--- src/rtl/serv_csr_pkg.sv ---
// Shared encodings for the CSR/trap sequencer.
//   op codes    : which request won arbitration (CSR access, mret, exception, interrupt)
//   select codes: which machine CSR an instruction access targets
//   state_e     : sequencer FSM states
package serv_csr_pkg;

  localparam logic [1:0] OP_CSR  = 2'd0;
  localparam logic [1:0] OP_MRET = 2'd1;
  localparam logic [1:0] OP_EXC  = 2'd2;
  localparam logic [1:0] OP_IRQ  = 2'd3;

  localparam logic [1:0] SEL_MSTATUS = 2'b00;
  localparam logic [1:0] SEL_MIE     = 2'b01;
  localparam logic [1:0] SEL_MCAUSE  = 2'b10;
  localparam logic [1:0] SEL_OTHER   = 2'b11;

  typedef enum logic [1:0] {
    StIdle,
    StInit,
    StRun,
    StAck
  } state_e;

  // Exceptions and interrupts share the trap path (bit 1 of the op code).
  function automatic logic op_is_trap(input logic [1:0] op);
    return op[1];
  endfunction

endpackage

--- src/rtl/serv_ser_cnt.sv ---
// Serial bit counter for one WIDTH-cycle pass.
//   i_clk, i_rst : clock, synchronous active-high reset
//   i_clr        : force count to zero
//   i_en         : advance the count; also qualifies every decoded output
//   o_wrap       : last cycle of a pass (count rolls over to 0 next)
//   o_cnt0to3, o_cnt3, o_cnt7, o_done : decoded count strobes
module serv_ser_cnt #(
  parameter int unsigned WIDTH = 32
) (
  input  logic i_clk,
  input  logic i_rst,
  input  logic i_clr,
  input  logic i_en,
  output logic o_wrap,
  output logic o_cnt0to3,
  output logic o_cnt3,
  output logic o_cnt7,
  output logic o_done
);

  localparam int unsigned CW = $clog2(WIDTH);
  localparam logic [CW-1:0] CntMax = CW'(WIDTH - 1);

  logic [CW-1:0] cnt_q;

  // WIDTH is a power of two, so the natural rollover lands exactly on the pass boundary.
  always_ff @(posedge i_clk) begin
    if (i_rst || i_clr) begin
      cnt_q <= '0;
    end else if (i_en) begin
      cnt_q <= cnt_q + CW'(1);
    end
  end

  always_comb begin
    o_done    = i_en && (cnt_q == CntMax);
    o_wrap    = o_done;
    o_cnt0to3 = i_en && (cnt_q < CW'(4));
    o_cnt3    = i_en && (cnt_q == CW'(3));
    o_cnt7    = i_en && (cnt_q == CW'(7));
  end

endmodule

--- src/rtl/serv_csr_ctrl.sv ---
// Bit-serial sequencer for the machine-mode CSR/trap datapath.
// Arbitrates CSR access, trap entry (exception or timer interrupt) and mret, then runs
// an optional init pass (traps only) followed by one run pass and a one-cycle ack.
//   i_clk, i_rst            : clock, synchronous active-high reset
//   i_csr_req, i_csr_sel    : instruction CSR access and target select
//   i_exc_req, i_mret_req   : exception / mret requests, held until o_ack
//   i_new_irq               : one-cycle timer interrupt pulse
//   o_busy, o_ack, o_irq_taken : sequence status
//   o_en, o_init, o_cnt*    : serial datapath timing strobes
//   o_mstatus_en, o_mie_en, o_mcause_en, o_trap, o_mret : pass qualifiers
module serv_csr_ctrl
  import serv_csr_pkg::*;
#(
  parameter int unsigned WIDTH = 32
) (
  input  logic       i_clk,
  input  logic       i_rst,
  input  logic       i_csr_req,
  input  logic [1:0] i_csr_sel,
  input  logic       i_exc_req,
  input  logic       i_mret_req,
  input  logic       i_new_irq,
  output logic       o_busy,
  output logic       o_ack,
  output logic       o_irq_taken,
  output logic       o_en,
  output logic       o_init,
  output logic       o_cnt0to3,
  output logic       o_cnt3,
  output logic       o_cnt7,
  output logic       o_cnt_done,
  output logic       o_mstatus_en,
  output logic       o_mie_en,
  output logic       o_mcause_en,
  output logic       o_trap,
  output logic       o_mret
);

  state_e     state_q, state_d;
  logic [1:0] op_q, op_d;
  logic [1:0] sel_q, sel_d;
  logic       irq_pend_q, irq_pend_d;
  logic       irq_req, accept_irq;
  logic       cnt_wrap;
  logic       run;

  // A pulse arriving while idle is served at once rather than a cycle later.
  assign irq_req    = irq_pend_q | i_new_irq;
  assign accept_irq = (state_q == StIdle) && irq_req;

  // A pulse that was itself accepted is consumed; a pulse landing on top of an
  // already-pending interrupt being accepted leaves a new one pending.
  assign irq_pend_d = (irq_pend_q && !accept_irq) ||
                      (i_new_irq && !(accept_irq && !irq_pend_q));

  always_ff @(posedge i_clk) begin
    if (i_rst) begin
      state_q    <= StIdle;
      op_q       <= OP_CSR;
      sel_q      <= SEL_MSTATUS;
      irq_pend_q <= 1'b0;
    end else begin
      state_q    <= state_d;
      op_q       <= op_d;
      sel_q      <= sel_d;
      irq_pend_q <= irq_pend_d;
    end
  end

  always_comb begin
    state_d = state_q;
    op_d    = op_q;
    sel_d   = sel_q;
    unique case (state_q)
      StIdle: begin
        if (irq_req) begin
          op_d    = OP_IRQ;
          sel_d   = i_csr_sel;
          state_d = StInit;
        end else if (i_exc_req) begin
          op_d    = OP_EXC;
          sel_d   = i_csr_sel;
          state_d = StInit;
        end else if (i_mret_req) begin
          op_d    = OP_MRET;
          sel_d   = i_csr_sel;
          state_d = StRun;
        end else if (i_csr_req) begin
          op_d    = OP_CSR;
          sel_d   = i_csr_sel;
          state_d = StRun;
        end
      end
      StInit:  if (cnt_wrap) state_d = StRun;
      StRun:   if (cnt_wrap) state_d = StAck;
      StAck:   state_d = StIdle;
      default: state_d = StIdle;
    endcase
  end

  assign run = (state_q == StRun);

  always_comb begin
    o_busy       = (state_q != StIdle);
    o_ack        = (state_q == StAck);
    o_irq_taken  = o_ack && (op_q == OP_IRQ);
    o_init       = (state_q == StInit);
    o_en         = o_init || run;
    o_mstatus_en = run && (op_q == OP_CSR) && (sel_q == SEL_MSTATUS);
    o_mie_en     = run && (op_q == OP_CSR) && (sel_q == SEL_MIE);
    o_mcause_en  = run && (op_q == OP_CSR) && (sel_q == SEL_MCAUSE);
    o_trap       = run && op_is_trap(op_q);
    o_mret       = run && (op_q == OP_MRET);
  end

  serv_ser_cnt #(
    .WIDTH(WIDTH)
  ) u_cnt (
    .i_clk    (i_clk),
    .i_rst    (i_rst),
    .i_clr    (!o_en),
    .i_en     (o_en),
    .o_wrap   (cnt_wrap),
    .o_cnt0to3(o_cnt0to3),
    .o_cnt3   (o_cnt3),
    .o_cnt7   (o_cnt7),
    .o_done   (o_cnt_done)
  );

endmodule

--- config.mk ---
export PLATFORM = sky130hd
export DESIGN_NAME = serv_csr_ctrl
export DESIGN_NICKNAME = d
export VERILOG_FILES = /design/src/rtl/serv_csr_pkg.sv /design/src/rtl/serv_ser_cnt.sv /design/src/rtl/serv_csr_ctrl.sv
export SDC_FILE = /design/constraint.sdc
export NUM_CORES = 1
export LEC_CHECK = 0
export ABC_CLOCK_PERIOD_IN_PS = 3950
export CAP_MARGIN = 40
export CELL_PAD_IN_SITES_DETAIL_PLACEMENT = 1
export CELL_PAD_IN_SITES_GLOBAL_PLACEMENT = 1
export CORE_AREA = 2 2 50 52
export CTS_CLUSTER_SIZE = 28
export DETAILED_ROUTE_END_ITERATION = 10
export DIE_AREA = 0 0 52 54
export GPL_TIMING_DRIVEN = 0
export PLACE_DENSITY_LB_ADDON = 0.15
export SLEW_MARGIN = 25
export SYNTH_ARGS = -nofsm -noshare
export SYNTH_HDL_FRONTEND = slang
export SYNTH_HIERARCHICAL = 1
export SYNTH_SLANG_ARGS = --single-unit
--- constraint.sdc ---
create_clock -name i_clk -period 3.95 [get_ports i_clk]
set_clock_uncertainty 0.2 [all_clocks]
set_input_delay 0.5925 -clock i_clk [delete_from_list [all_inputs] [get_ports i_clk]]
set_output_delay 0.5925 -clock i_clk [all_outputs]
set_load 0.05 [all_outputs]
# == Yosys cells after proc, flatten, opt, wreduce, memory -nomap -nowiden ==
# Cells that the tools add are included.
# word_totals
register_bits,12
inputBits,8
elab_cells,65
# classes
addsub,1
order_cmp,1
n_eq_ne,13
mux,15
bitwise_logic,1
n_reduce_logical,29
# op_table
cell,count
$mux W2,14
$logic_and A1 B1 Y1,15
$eq A2 B2 Y1 const B,4
$pmux W2 S4,1
$eq A2 B1 Y1 const B,3
$logic_not A2 Y1,3
$add A5 B1 Y5 const B,1
$eq A5 B2 Y1 const B,1
$eq A5 B3 Y1 const B,1
$eq A5 B5 Y1 const B,1
$lt A5 B3 Y1 const B,1
$ne A5 B5 Y1 const B,1
$logic_not A1 Y1,4
$reduce_bool A4 Y1,1
$logic_or A1 B1 Y1,3
$reduce_and A3 Y1,1
$ne A2 B1 Y1 const B,1
$ne A2 B2 Y1 const B,1
$reduce_and A2 Y1,1
$reduce_bool A2 Y1,1
$or A1 B1 Y1,1

# == Logic depth before layout (Yosys ltp) ==
# depth
ltp_word,6
ltp_mapped,8
depth_no_buf,7

# == Cells and area by module ==
# The synthesis kept the hierarchy.
# modules_own_cells
module,instances,cells_per_inst,area_per_inst_um2,seq_area_each_um2
serv_csr_ctrl,1,59,506.7,140.1
serv_ser_cnt,1,31,299.0,100.1

# == Worst setup path before layout ==
# Ideal clock, no wire load.
# synth_path
path_type,reg2out
start,register state_q[0]
end,output port o_cnt0to3
arrival_time_ps,2849
t_required_ps,3157
slack_ps,308
path_stages_with_launch,5
path_cell_list,dfxtp_1 > inv_1 > ha_1 > buf_6 > nor4b_1
# synth_between
elab_chain_len,3
# synth_rtl
element,line_no,rtl
start: declaration,serv_csr_ctrl.sv:39,"state_e state_q, state_d;"
start signal: assignment,serv_csr_ctrl.sv:58,state_q <= StIdle;
start signal: assignment,serv_csr_ctrl.sv:63,state_q <= state_d;
$eq A2 B1 Y1 / $eq A2 B2 Y1 (equally long branches),"serv_csr_ctrl.sv:107, serv_csr_ctrl.sv:101",
$logic_or A1 B1 Y1 *,serv_csr_ctrl.sv:108,o_en = o_init || run;
net o_en,serv_csr_ctrl.sv:26,"output logic o_en,"
$logic_and A1 B1 Y1 *,serv_ser_cnt.sv:38,o_cnt0to3 = i_en && (cnt_q < CW'(4));
end: declaration,serv_csr_ctrl.sv:28,"output logic o_cnt0to3,"
# Mark *: on every way through the listed nets, which the timed path passes. The rest lies on a longest branch.

# == Worst setup path after layout ==
# layout_path
start,register state_q[0]
end,output port o_cnt0to3
# layout_between
elab_chain_len,3
# layout_rtl
element,line_no
$eq A2 B1 Y1 / $eq A2 B2 Y1 (equally long branches),"serv_csr_ctrl.sv:107, serv_csr_ctrl.sv:101"
$logic_or A1 B1 Y1 *,serv_csr_ctrl.sv:108
$logic_and A1 B1 Y1 *,serv_ser_cnt.sv:38
# Every way passes the cells marked *; elsewhere a longest branch is shown, timed or not.

==> summary.txt <==
Run
  – Max Cap Violations: 0

STA
  – Finish-stage setup viols: 0
  – Slew of the pin with the lowest slew margin: 0.5031 ns
  – Slew headroom: 66.36%
  – RSZ-0062 raised after global routing: false
  – Fmax: 0.3113 GHz
  – Fin crit period: 3.213 ns
  – Fin. max-slew vios: 0
  – Hold_ws: 0.2979 ns
  – Final Cycle Share: 81.34%
  – Final Hold Fails: 0
  – Final TNS setup: 0 ns

Global route
  – First-pass GRT wire length: 3236 um
  – Largest net degree at the start of global routing: 11
  – Overflow left after global routing: 0
  – Initial antenna violation count: 0
  – Vias in the first global route: 714
  – Total GRT Usage: 16.14%

Setup path
  – Crit-path max FO: 9
  – CP arrival: 2.42 ns
  – Worst endpoint required time: 3.16 ns
  – WS Path Type: reg -> out
  – Critical path endpoint category: primary output
  – Worst Reg-to-Reg Cells: 8
  – Worst setup SP type: register

Drt
  – DRT iter0 DRCs: 4
  – Via count: 745
  – DRC viols: 0
  – Vias per std cell: 5.138
  – Post-Route WL: 1967 um
  – Post-DR wirelength/cell: 13.57 um
  – Post-route ant nets: 0
  – Detailed Routing Iterations Pass 1: 4

Power
  – Sw Share: 50.39%
  – Max IR drop VDD: 483.8 uV
  – P_leak: 0.0004268 uW
  – Sw Pwr: 425.8 uW
  – Seq pwr share: 22.4%
  – Gate power share: 65.6%
  – Power Density: 775.4 nW/um2
  – P_int: 419.2 uW
  – Clk network pwr share: 12.0%

Cells and area
  – Most frequent cells in the layout: clkdlybuf4s50_1, dfxtp_1, nor2_1
  – Number of diodes: 0
  – Share of cells above drive strength 1: 12.17%
  – Final nets: 131
  – P&R area growth vs syn: 35.25%
  – Design area: 1090 um2
  – Commonest non-fill, non-tap cell in the layout: clkdlybuf4s50_1

Clocking
  – Clk sinks: 12
  – Worst skew pair latency: 0.28 ns
  – CTS tree: done
  – Clock transition at path regs: 0.08 ns
  – Number of H-tree levels: 1
  – TritonCTS Buffers: 3
  – Root buffer cell: clkbuf_4
  – Max clock buf depth: 2
  – Hold Buf Count CTS: 0
  – Post-CTS Setup Inserts: 0
  – Cts repair resizes: 0

Status
  – Status: finished clean

Floorplan
  – Core Region: 2320 um2
  – Die Area: 2808 um2
  – Die height: 54 um
  – I/O pins: 22
  – FP Rows: 18
  – Initial core utilization: 34.74%
  – Die Wd: 52 um

Placement
  – Port-buffer cells: 21
  – GPL Wtd Cong: 0.7276
  – Post-DP HPWL: 1563 um
  – Post-Place Cell Area: 1054 um2

Synth
  – Cell accounting for the most synthesized area: dfxtp_1
  – Synth warnings: 6
  – Synth Area per Inst: 8.953 um2
  – Netlist cell types: 39
  – Largest cells by area after synthesis: dfxtp_1, ha_1, nor4b_1, nor2_1, a21oi_1
  – XOR/XNOR share of the synthesized area: 1.087%
  – Largest family of logic cells by synthesized area: simple AND/OR/NAND/NOR gates
  – Post-synth net total: 105
  – Share of the synthesized area in the top cell type: 29.81%
  – Fraction of synthesized area in multiplexers: 3.882%
  – Simple-gate area share of the yosys netlist: 29.66%
  – Synth Cell Area: 805.8 um2
  – Synth Area in Adders: 10.87%
  – Cell count after synthesis: 90
  – #FFs+latches synth: 12
  – Register area share after synthesis: 29.81%
  – Synth Area in Compound Gates: 18.32%

Min path
  – Hold depth: 2
  – HP Class: reg -> reg
[worst paths after layout]
kind | to | slack, ns | start
worst min-delay path | op_q[1] | 0.30 | op_q[1]
worst max-delay path | o_cnt0to3 | 0.74 | state_q[0]
worst max register to register | state_q[1] | 1.78 | state_q[0]
worst min register to register | op_q[1] | 0.30 | op_q[1]
[metrics by stage]
step	setup WS [ns]	util [%]	std cells	power, uW
3_5_place_dp	1.011	45.42	141	754.6
2_1_floorplan	0.3083	-	90	599.8
5_1_grt	0.5656	46.98	145	908.7
6_report	0.7372	46.98	145	845.0
4_1_cts	0.6719	46.98	145	859.3
3_3_place_gp	1.090	45.42	141	738.7
[cell type report]
cell class                 instances  area, um2
timing repair buffer              21      210.2
tap                               30      37.54
multi-input combinational         68      514.2
inverter                           6      22.52
sequential                        12      240.2
fill                             279       1230
clock buffer                       4      36.28
buffer                             4      28.78
[kinds of logic after synthesis]
group,count (synthesis)
muxes,3
AOI/OAI and AO/OA,19
and+or+nand+nor,38
buffers and inverters,10
xor gates and xnor gates,1
DFF,12
adders and majority gates,7
[critical path, cell delays in order, from the launching register on]
cell             delay (ns)
dfxtp_1                0.41
inv_1                  0.09
ha_1                   0.36
buf_6                  0.16
nor4b_1                0.25
clkdlybuf4s50_1        0.87
[metal layers]
| metal | vias up | wire, um | global-route usage (%) |
|---|---|---|---|
| met4 | 0 | 11 | 2.632 |
| met3 | 2 | 99 | 5.833 |
| met2 | 14 | 1084 | 31.22 |
| li1 | 374 | - | - |
| met5 | - | 0 | 0 |
| met1 | 355 | 771 | 16.84 |
[cells in the mapped netlist, drive strengths merged]
master	n
mux2i	2
nor2b	2
xnor2	1
nand3b	1
nand4b	2
nor4	1
inv	6
or2	1
nand2	5
ha	7
buf	4
a21bo	1
o31a	2
nand4bb	1
nand2b	2
nand4	1
a32o	1
nor4b	4
a31o	1
a21oi	5
o311ai	2
mux2	1
or3b	2
and3	2
nor3b	1
nor3	2
o31ai	1
nor2	9
o21ai	3
o21ba	1
dfxtp	12
a221oi	1
a21o	1
and2	2
[state kept, by name (all words and copies together), names as in the netlist]
signal       count
sel_q            2
irq_pend_q       1
state_q          2
op_q             2
u_cnt/cnt_q      5
[power by group through the flow]
stage	sequential (uW)	combinational, uW	clock [uW]
after floorplan	181	419	0
after global placement	191	548	0
after detailed placement	193	562	0
after CTS	190	564	105
after global routing	197	602	110
final	190	554	101
(Power assumes the default switching activity.)
